**src/rtl/irq_ctrl.sv**
```systemverilog
// Parametrised interrupt controller: latches per-source requests as pending, masks them with
// ENABLE, and presents the lowest-index winner to the CPU as a vector with a level ack handshake.
module irq_ctrl #(
  parameter int unsigned         NUM_SRC    = 4,
  parameter int unsigned         VEC_W      = 4,
  parameter logic [NUM_SRC-1:0]  EDGE_MODE  = '1,
  parameter logic [NUM_SRC-1:0]  ENABLE_RST = '1,
  parameter logic [63:0]         BASE_ADDR  = 64'h0000_0000_0000_FFE0
) (
  input  logic               CLOCK_50,
  input  logic               KEY0,
  input  logic [NUM_SRC-1:0] irq_src,
  output logic [VEC_W-1:0]   interrupt_vector,
  input  logic               interrupt_ack,
  input  logic [63:0]        bus_address,
  input  logic [63:0]        bus_write_data,
  input  logic               bus_write_enable,
  input  logic               bus_read_enable,
  output logic [63:0]        bus_read_data,
  output logic               bus_hit
);

  typedef enum logic [1:0] {
    StIdle,
    StPresent,
    StAckWait
  } state_e;

  localparam logic [1:0] OffPending = 2'd0;
  localparam logic [1:0] OffEnable  = 2'd1;
  localparam logic [1:0] OffActive  = 2'd2;

  state_e             state_q, state_d;
  logic [VEC_W-1:0]   vec_q, vec_d;
  logic [VEC_W-1:0]   win_q, win_d;
  logic [NUM_SRC-1:0] pending_q, pending_d;
  logic [NUM_SRC-1:0] enable_q, enable_d;
  logic [NUM_SRC-1:0] src_prev_q;
  logic [63:0]        rdata_q, rdata_d;

  logic [1:0]         offset;
  logic               wr_pending, wr_enable, rd_fire;
  logic [NUM_SRC-1:0] set_vec, w1c, ack_clr, req, win_onehot;
  logic [VEC_W-1:0]   win_idx;
  logic               any_req;
  logic [63:0]        rd_mux;
  logic               unused_bits;

  assign bus_hit    = (bus_address[63:5] == BASE_ADDR[63:5]);
  assign offset     = bus_address[4:3];
  assign wr_pending = bus_write_enable & bus_hit & (offset == OffPending);
  assign wr_enable  = bus_write_enable & bus_hit & (offset == OffEnable);
  assign rd_fire    = bus_read_enable & bus_hit;
  assign unused_bits = ^{bus_address[2:0], bus_write_data[63:NUM_SRC]};

  // Edge sources fire on a 0->1 transition, level sources every cycle they are high.
  assign set_vec = (EDGE_MODE & irq_src & ~src_prev_q) | (~EDGE_MODE & irq_src);
  assign w1c     = wr_pending ? bus_write_data[NUM_SRC-1:0] : '0;
  assign req     = pending_q & enable_q;

  // Fixed priority: scanning downwards leaves the lowest set index as the winner.
  always_comb begin
    win_idx = '0;
    any_req = 1'b0;
    for (int i = int'(NUM_SRC) - 1; i >= 0; i--) begin
      if (req[i]) begin
        win_idx = VEC_W'(i);
        any_req = 1'b1;
      end
    end
  end

  always_comb begin
    win_onehot = '0;
    for (int i = 0; i < int'(NUM_SRC); i++) begin
      win_onehot[i] = (win_q == VEC_W'(i));
    end
  end

  always_comb begin
    state_d = state_q;
    vec_d   = vec_q;
    win_d   = win_q;
    ack_clr = '0;
    unique case (state_q)
      StIdle: begin
        if (any_req) begin
          win_d   = win_idx;
          vec_d   = win_idx + VEC_W'(1);
          state_d = StPresent;
        end
      end
      StPresent: begin
        if (interrupt_ack) begin
          ack_clr = win_onehot;
          vec_d   = '0;
          state_d = StAckWait;
        end else if (|(w1c & ~set_vec & win_onehot)) begin
          // Software withdrew the presented request before the CPU claimed it.
          vec_d   = '0;
          state_d = StIdle;
        end
      end
      StAckWait: begin
        vec_d = '0;
        if (!interrupt_ack) begin
          state_d = StIdle;
        end
      end
      default: begin
        vec_d   = '0;
        state_d = StIdle;
      end
    endcase
  end

  // Set wins over any clear landing on the same bit in the same cycle.
  assign pending_d = (pending_q & ~(w1c | ack_clr)) | set_vec;
  assign enable_d  = wr_enable ? bus_write_data[NUM_SRC-1:0] : enable_q;

  always_comb begin
    rd_mux = '0;
    unique case (offset)
      OffPending: rd_mux = {{(64-NUM_SRC){1'b0}}, pending_q};
      OffEnable:  rd_mux = {{(64-NUM_SRC){1'b0}}, enable_q};
      OffActive:  rd_mux = {{(64-VEC_W){1'b0}}, vec_q};
      default:    rd_mux = '0;
    endcase
  end

  assign rdata_d = rd_fire ? rd_mux : rdata_q;

  always_ff @(posedge CLOCK_50 or negedge KEY0) begin
    if (!KEY0) begin
      state_q    <= StIdle;
      vec_q      <= '0;
      win_q      <= '0;
      pending_q  <= '0;
      enable_q   <= ENABLE_RST;
      src_prev_q <= '0;
      rdata_q    <= '0;
    end else begin
      state_q    <= state_d;
      vec_q      <= vec_d;
      win_q      <= win_d;
      pending_q  <= pending_d;
      enable_q   <= enable_d;
      src_prev_q <= irq_src;
      rdata_q    <= rdata_d;
    end
  end

  assign interrupt_vector = vec_q;
  assign bus_read_data    = rdata_q;

endmodule

```
**config.mk**
```make
export PLATFORM = sky130hd
export DESIGN_NAME = irq_ctrl
export DESIGN_NICKNAME = d
export VERILOG_FILES = /design/src/rtl/irq_ctrl.sv
export SDC_FILE = /design/constraint.sdc
export NUM_CORES = 1
export LEC_CHECK = 0
export BUFFER_PORTS_ARGS = -buffer_cell sky130_fd_sc_hd__buf_2
export CORE_MARGIN = 5
export CORE_UTILIZATION = 36
export DETAILED_ROUTE_END_ITERATION = 6
export PLACE_DENSITY = 0.86
export SKIP_LAST_GASP = 1
export SYNTH_ARGS = -nofsm -noshare
export SYNTH_HDL_FRONTEND = slang
export SYNTH_SLANG_ARGS = --single-unit
```
**constraint.sdc**
```tcl
create_clock -name CLOCK_50 -period 4.5 [get_ports CLOCK_50]
set_clock_uncertainty 0.05 [all_clocks]
set_input_delay 0.9 -clock CLOCK_50 [delete_from_list [all_inputs] [get_ports CLOCK_50]]
set_output_delay 0.9 -clock CLOCK_50 [all_outputs]
set_load 0.02 [all_outputs]
```
=== Word level (Yosys, flattened, before mapping) ===
Index checks and enable logic that the tools add are counted.
W data, S select, Z words.

* Flip-flop bits (word level): 86
* Logic and storage cells: 61
* Memories: 0
* Bits of input ports: 137
* Memory bits (read-only): 0
* RAM bits: 0
* Latch bits: 0

* Shift operators: 0
* Add/sub/neg operators: 1
* Reduce and logical (&&, ||, !) cells: 7
* $mul: 0
* Divide/modulo/power cells: 0
* $lt $le $gt $ge: 0
* Equal/unequal tests: 11
* Multiplexer cells: 21
* Bitwise logic cells: 14

{| class="wikitable"
|+ Operator list
! kind !! count
|-
| $eq A59 B11 Y1 const B || 1
|-
| $mux W4 || 7
|-
| $and A4 B4 Y4 || 5
|-
| $mux W2 || 7
|-
| $not A4 Y4 || 3
|-
| $pmux W4 S3 || 1
|-
| $eq A4 B2 Y1 const B || 2
|-
| $or A4 B4 Y4 || 2
|-
| $pmux W4 S2 || 1
|-
| $pmux W2 S3 || 1
|-
| $add A4 B1 Y4 const B || 1
|-
| $and A1 B1 Y1 || 4
|-
| $eq A2 B1 Y1 const B || 2
|-
| $eq A2 B2 Y1 const B || 2
|-
| $eq A4 B1 Y1 const B || 1
|-
| $logic_not A2 Y1 || 2
|-
| $logic_not A4 Y1 || 1
|-
| $mux W1 || 4
|-
| $ne A2 B2 Y1 const B || 2
|-
| $reduce_and A2 Y1 || 2
|-
| $reduce_or A4 Y1 || 1
|-
| $ne A3 B3 Y1 const B || 1
|-
| $reduce_and A3 Y1 || 1
|}

=== Depth between registers and ports, before layout ===
* Depth after elaboration: 10
* Mapped depth: 6
* Depth with buffers taken out: 6

=== Least setup slack after synthesis ===
No wires, ideal clock.

* Path kind: in2out
* From: input bus_address[53]
* To: output bus_hit
* Data required time: 3.550 ns
* Cell stages on the path: 3
* Data arrival time: 1.878 ns
* Slack: 1.672 ns
* Path buffers: 0
* Path through: nor4_2 -> nand4_1 -> nor4_4

* Cells in the longest elaborated chain, start to end: 1

{| class="wikitable"
|+ Ends and longest elaborated chain
! item !! line !! source
|-
| from (decl) || 15 || <nowiki>input logic [63:0] bus_address,</nowiki>
|-
| $eq A59 B11 Y1 || 49 || <nowiki>assign bus_hit = (bus_address[63:5] == BASE_ADDR[63:5]);</nowiki>
|-
| to (decl) || 20 || <nowiki>output logic bus_hit</nowiki>
|}

Every way passes these cells.

=== Worst setup path in the final report ===
* From: input bus_address[18]
* To: output bus_hit

Same word-level chain as after synthesis.

==> results.json <==
{
  "outcome": "completed",
  "grt_pass1_wl_um": 6310,
  "final_layout_size_suffix_gt1_share_pct": 39.0,
  "fin_crit_sh_pct": 69.9,
  "synth_area_leaders": "dfrtp_1, buf_4, dfstp_2, mux2_2, nor4_1",
  "wl_per_cell_um": 13.2,
  "crit_start": "bus_address[18]",
  "reg2reg_from": "enable_q[1]$_DFFE_PN1P_",
  "wl_met2_um": 2390,
  "setup_ws_ns": 1.36,
  "wl_met3_um": 568,
  "routed_via_density": 4.31,
  "cts_post_setup_buffers_inserted": 0,
  "synth_async_sr_flop_share_pct": 100,
  "yosysSeqAreaShare_pct": 32.9,
  "path_common_cell": "buf_2",
  "min_path_type": "register to register",
  "netlist_area_um2": 1760,
  "io_pins": 206,
  "critPathMaxFanout": 3,
  "clock_latency_ns": 0.26,
  "switchingPower_w": 0.000139,
  "gp_congestion": 0.900,
  "hold_buffers": 0,
  "dr.max_layer_used": "met4",
  "crit_required_ns": 3.55,
  "cts-root-buf": "clkbuf_8",
  "ff2ff_setup_slack_ns": 2.74,
  "fill_cells": 488,
  "die-area_um2": 6400,
  "yosysTopAreaCell": "dfrtp_1",
  "grt_pass1_vias": 1427,
  "grt.total_usage_pct": 12.5,
  "yosys_warnings": 0,
  "max_slew.worst_pin.slew_ns": 0.623,
  "ir_drop_mv": 0.145,
  "timing.critical_path.to": "bus_hit",
  "critPathSlowestCell": "nor4_4",
  "diodes": 0,
  "path_cells": "buf_2 -> nor4b_2 -> nand4_1 -> nor4_4 -> buf_2",
  "critPathCaptureType": "primary output",
  "dpl.hpwl_um": 3830,
  "syn_area_per_cell_um2": 9.58,
  "htree_levels": 1,
  "hold_ws_ns": 0.454,
  "setup.worst_path.start_class": "primary input",
  "power_frac_clock_pct": 28.4,
  "cts_resized": 0,
  "area_growth_pct": 16.8,
  "clock_sinks": 23,
  "clockBufferDepth": 2,
  "fp.dieH_um": 80.0,
  "synth_flop_cell": "dfrtp_1",
  "ant_nets": 0,
  "core_area_um2": 4750,
  "r2r_end": "win_q[0]$_DFFE_PN0P_",
  "wl_um": 4420,
  "p_int_w": 0.000306,
  "gr-total-overflow": 0,
  "antenna_found_initial": 0,
  "tns_ns": 0,
  "ys_ff_latch": 23,
  "fmax_mhz": 318,
  "dp_slack_ns": 1.31,
  "seqPwrFrac_pct": 47.8,
  "crit_type": "primary input to primary output",
  "max_stage_delay_ns": 0.47,
  "hold_viol": 0,
  "synth_edf_count": 0,
  "comb_power_share_pct": 23.8,
  "powerDensity_nw_per_um2": 216,
  "yosysUniqueCellTypes": 39,
  "die_w_um": 80.0,
  "syn_inst": 184,
  "drt_iter0_drc": 12,
  "synth_top_area_share_pct": 27.0,
  "setup_viol": 0,
  "clkTransAtPathRegs_ns": 0.08,
  "synthMostInstantiatedCell": "buf_4",
  "fin_nets": 406,
  "rsz0062_at_grt": "no",
  "reg2reg_depth": 4,
  "maxSlewViolCount": 0,
  "cap_violations": 0,
  "wl_met1_um": 1420,
  "p_leak_nw": 1.11,
  "vias": 1441,
  "crit_arrival_ns": 2.19,
  "grt_max_degree": 24,
  "timing.slew.headroom_pct": 58.1,
  "tritoncts": "done",
  "rows": 25,
  "drc_errors": 0,
  "fin_crit_ns": 3.14,
  "power_w": 0.000445,
  "cts_buffers": 3,
  "placed_cell_area_um2": 2010,
  "io_buffer_count": 81,
  "drtPass1Iterations": 5,
  "switching_share_pct": 31.2,
  "initial_core_util_pct": 37.1,
  "ys_top_cells_by_count": "buf_4, dfrtp_1, nor4_1, a21oi_1, mux2_2",
  "design_area_um2": 2060
}
final cells by class:
class                      count  area (um2)  share of cell area, %
clock buffer                   4        45.0                   2.19
inverter                       4        15.0                  0.729
multi-input combinational    155         930                   45.1
sequential                    23         581                   28.2
tap                           67        83.8                   4.07
timing repair buffer          81         405                   19.7
logic make-up (layout without fill, tap and decap cells):
group	Yosys count	after routing	synth area share, %
mux	14	14	9.30
fa+ha+maj	1	1	0.710
flops	23	23	32.9
simple gates	53	53	20.2
compound gates	25	25	9.01
xor+xnor	1	1	0.497
other cells	1	61	0.213
buf+inv	66	89	27.1
worst min-delay path by stage:
stage                                       from                            to  depth (start not counted)
CTS                 bus_read_data[0]$_DFFE_PN0P_  bus_read_data[0]$_DFFE_PN0P_                          1
global placement    bus_read_data[2]$_DFFE_PN0P_  bus_read_data[2]$_DFFE_PN0P_                          1
global route        bus_read_data[0]$_DFFE_PN0P_  bus_read_data[0]$_DFFE_PN0P_                          1
detailed placement  bus_read_data[0]$_DFFE_PN0P_  bus_read_data[0]$_DFFE_PN0P_                          1
floorplan                src_prev_q[2]$_DFF_PN0_        pending_q[2]$_DFF_PN0_                          2
finish              bus_read_data[0]$_DFFE_PN0P_  bus_read_data[0]$_DFFE_PN0P_                          1
metrics by stage:
stage | util, % | instances
3_5_place_dp | 42.4 | 330
5_1_grt | 43.3 | 334
3_3_place_gp | 42.4 | 330
2_1_floorplan | - | 244
4_1_cts | 43.3 | 334
6_report | 43.3 | 334
worst max-delay path, delay by kind of cell:
family	cells	cell delay (ns)
and+or+nand+nor	3	0.94
buffers and inverters	2	0.35
cells in the final DEF, fill, tap and decap left out, types with 2 or more instances in the layout:
cell,count
buf_2,81
conb_1,61
dfrtp_1,19
nor4_1,10
a21oi_1,9
mux2_2,9
nand2_1,8
nor2b_1,7
o21ai_0,4
nand4_1,4
mux2i_1,4
inv_1,4
nor2_1,4
dfstp_2,4
nand3_1,3
and2_1,3
a22oi_1,3
clkbuf_8,3
a22o_1,2
nand2b_1,2
and4b_1,2
nor3_1,2
o21ai_1,2
power groups by stage:
| stage | combinational [W] | clock (W) | sequential (W) |
|---|---|---|---|
| 2_1_floorplan | 0.000100 | 0 | 0.000219 |
| 3_3_place_gp | 0.000103 | 0 | 0.000217 |
| 3_5_place_dp | 0.000104 | 0 | 0.000217 |
| 4_1_cts | 0.000104 | 0.000130 | 0.000213 |
| 5_1_grt | 0.000115 | 0.000140 | 0.000213 |
| 6_report | 0.000106 | 0.000127 | 0.000213 |
metal layers:
metal  vias to the layer above  global-route usage, %
li1                        699                      -
met1                       652                   11.4
met2                        81                   25.2
met3                         9                   3.95
met4                         0                   4.22
met5                         -                      0
state kept, by name, summed over array words and instances, names as in the netlist:
name / flops
bus_read_data: 4
enable_q: 4
pending_q: 4
src_prev_q: 4
interrupt_vector: 3
state_q: 2
win_q: 2
Power figures use the tool's default switching activity.
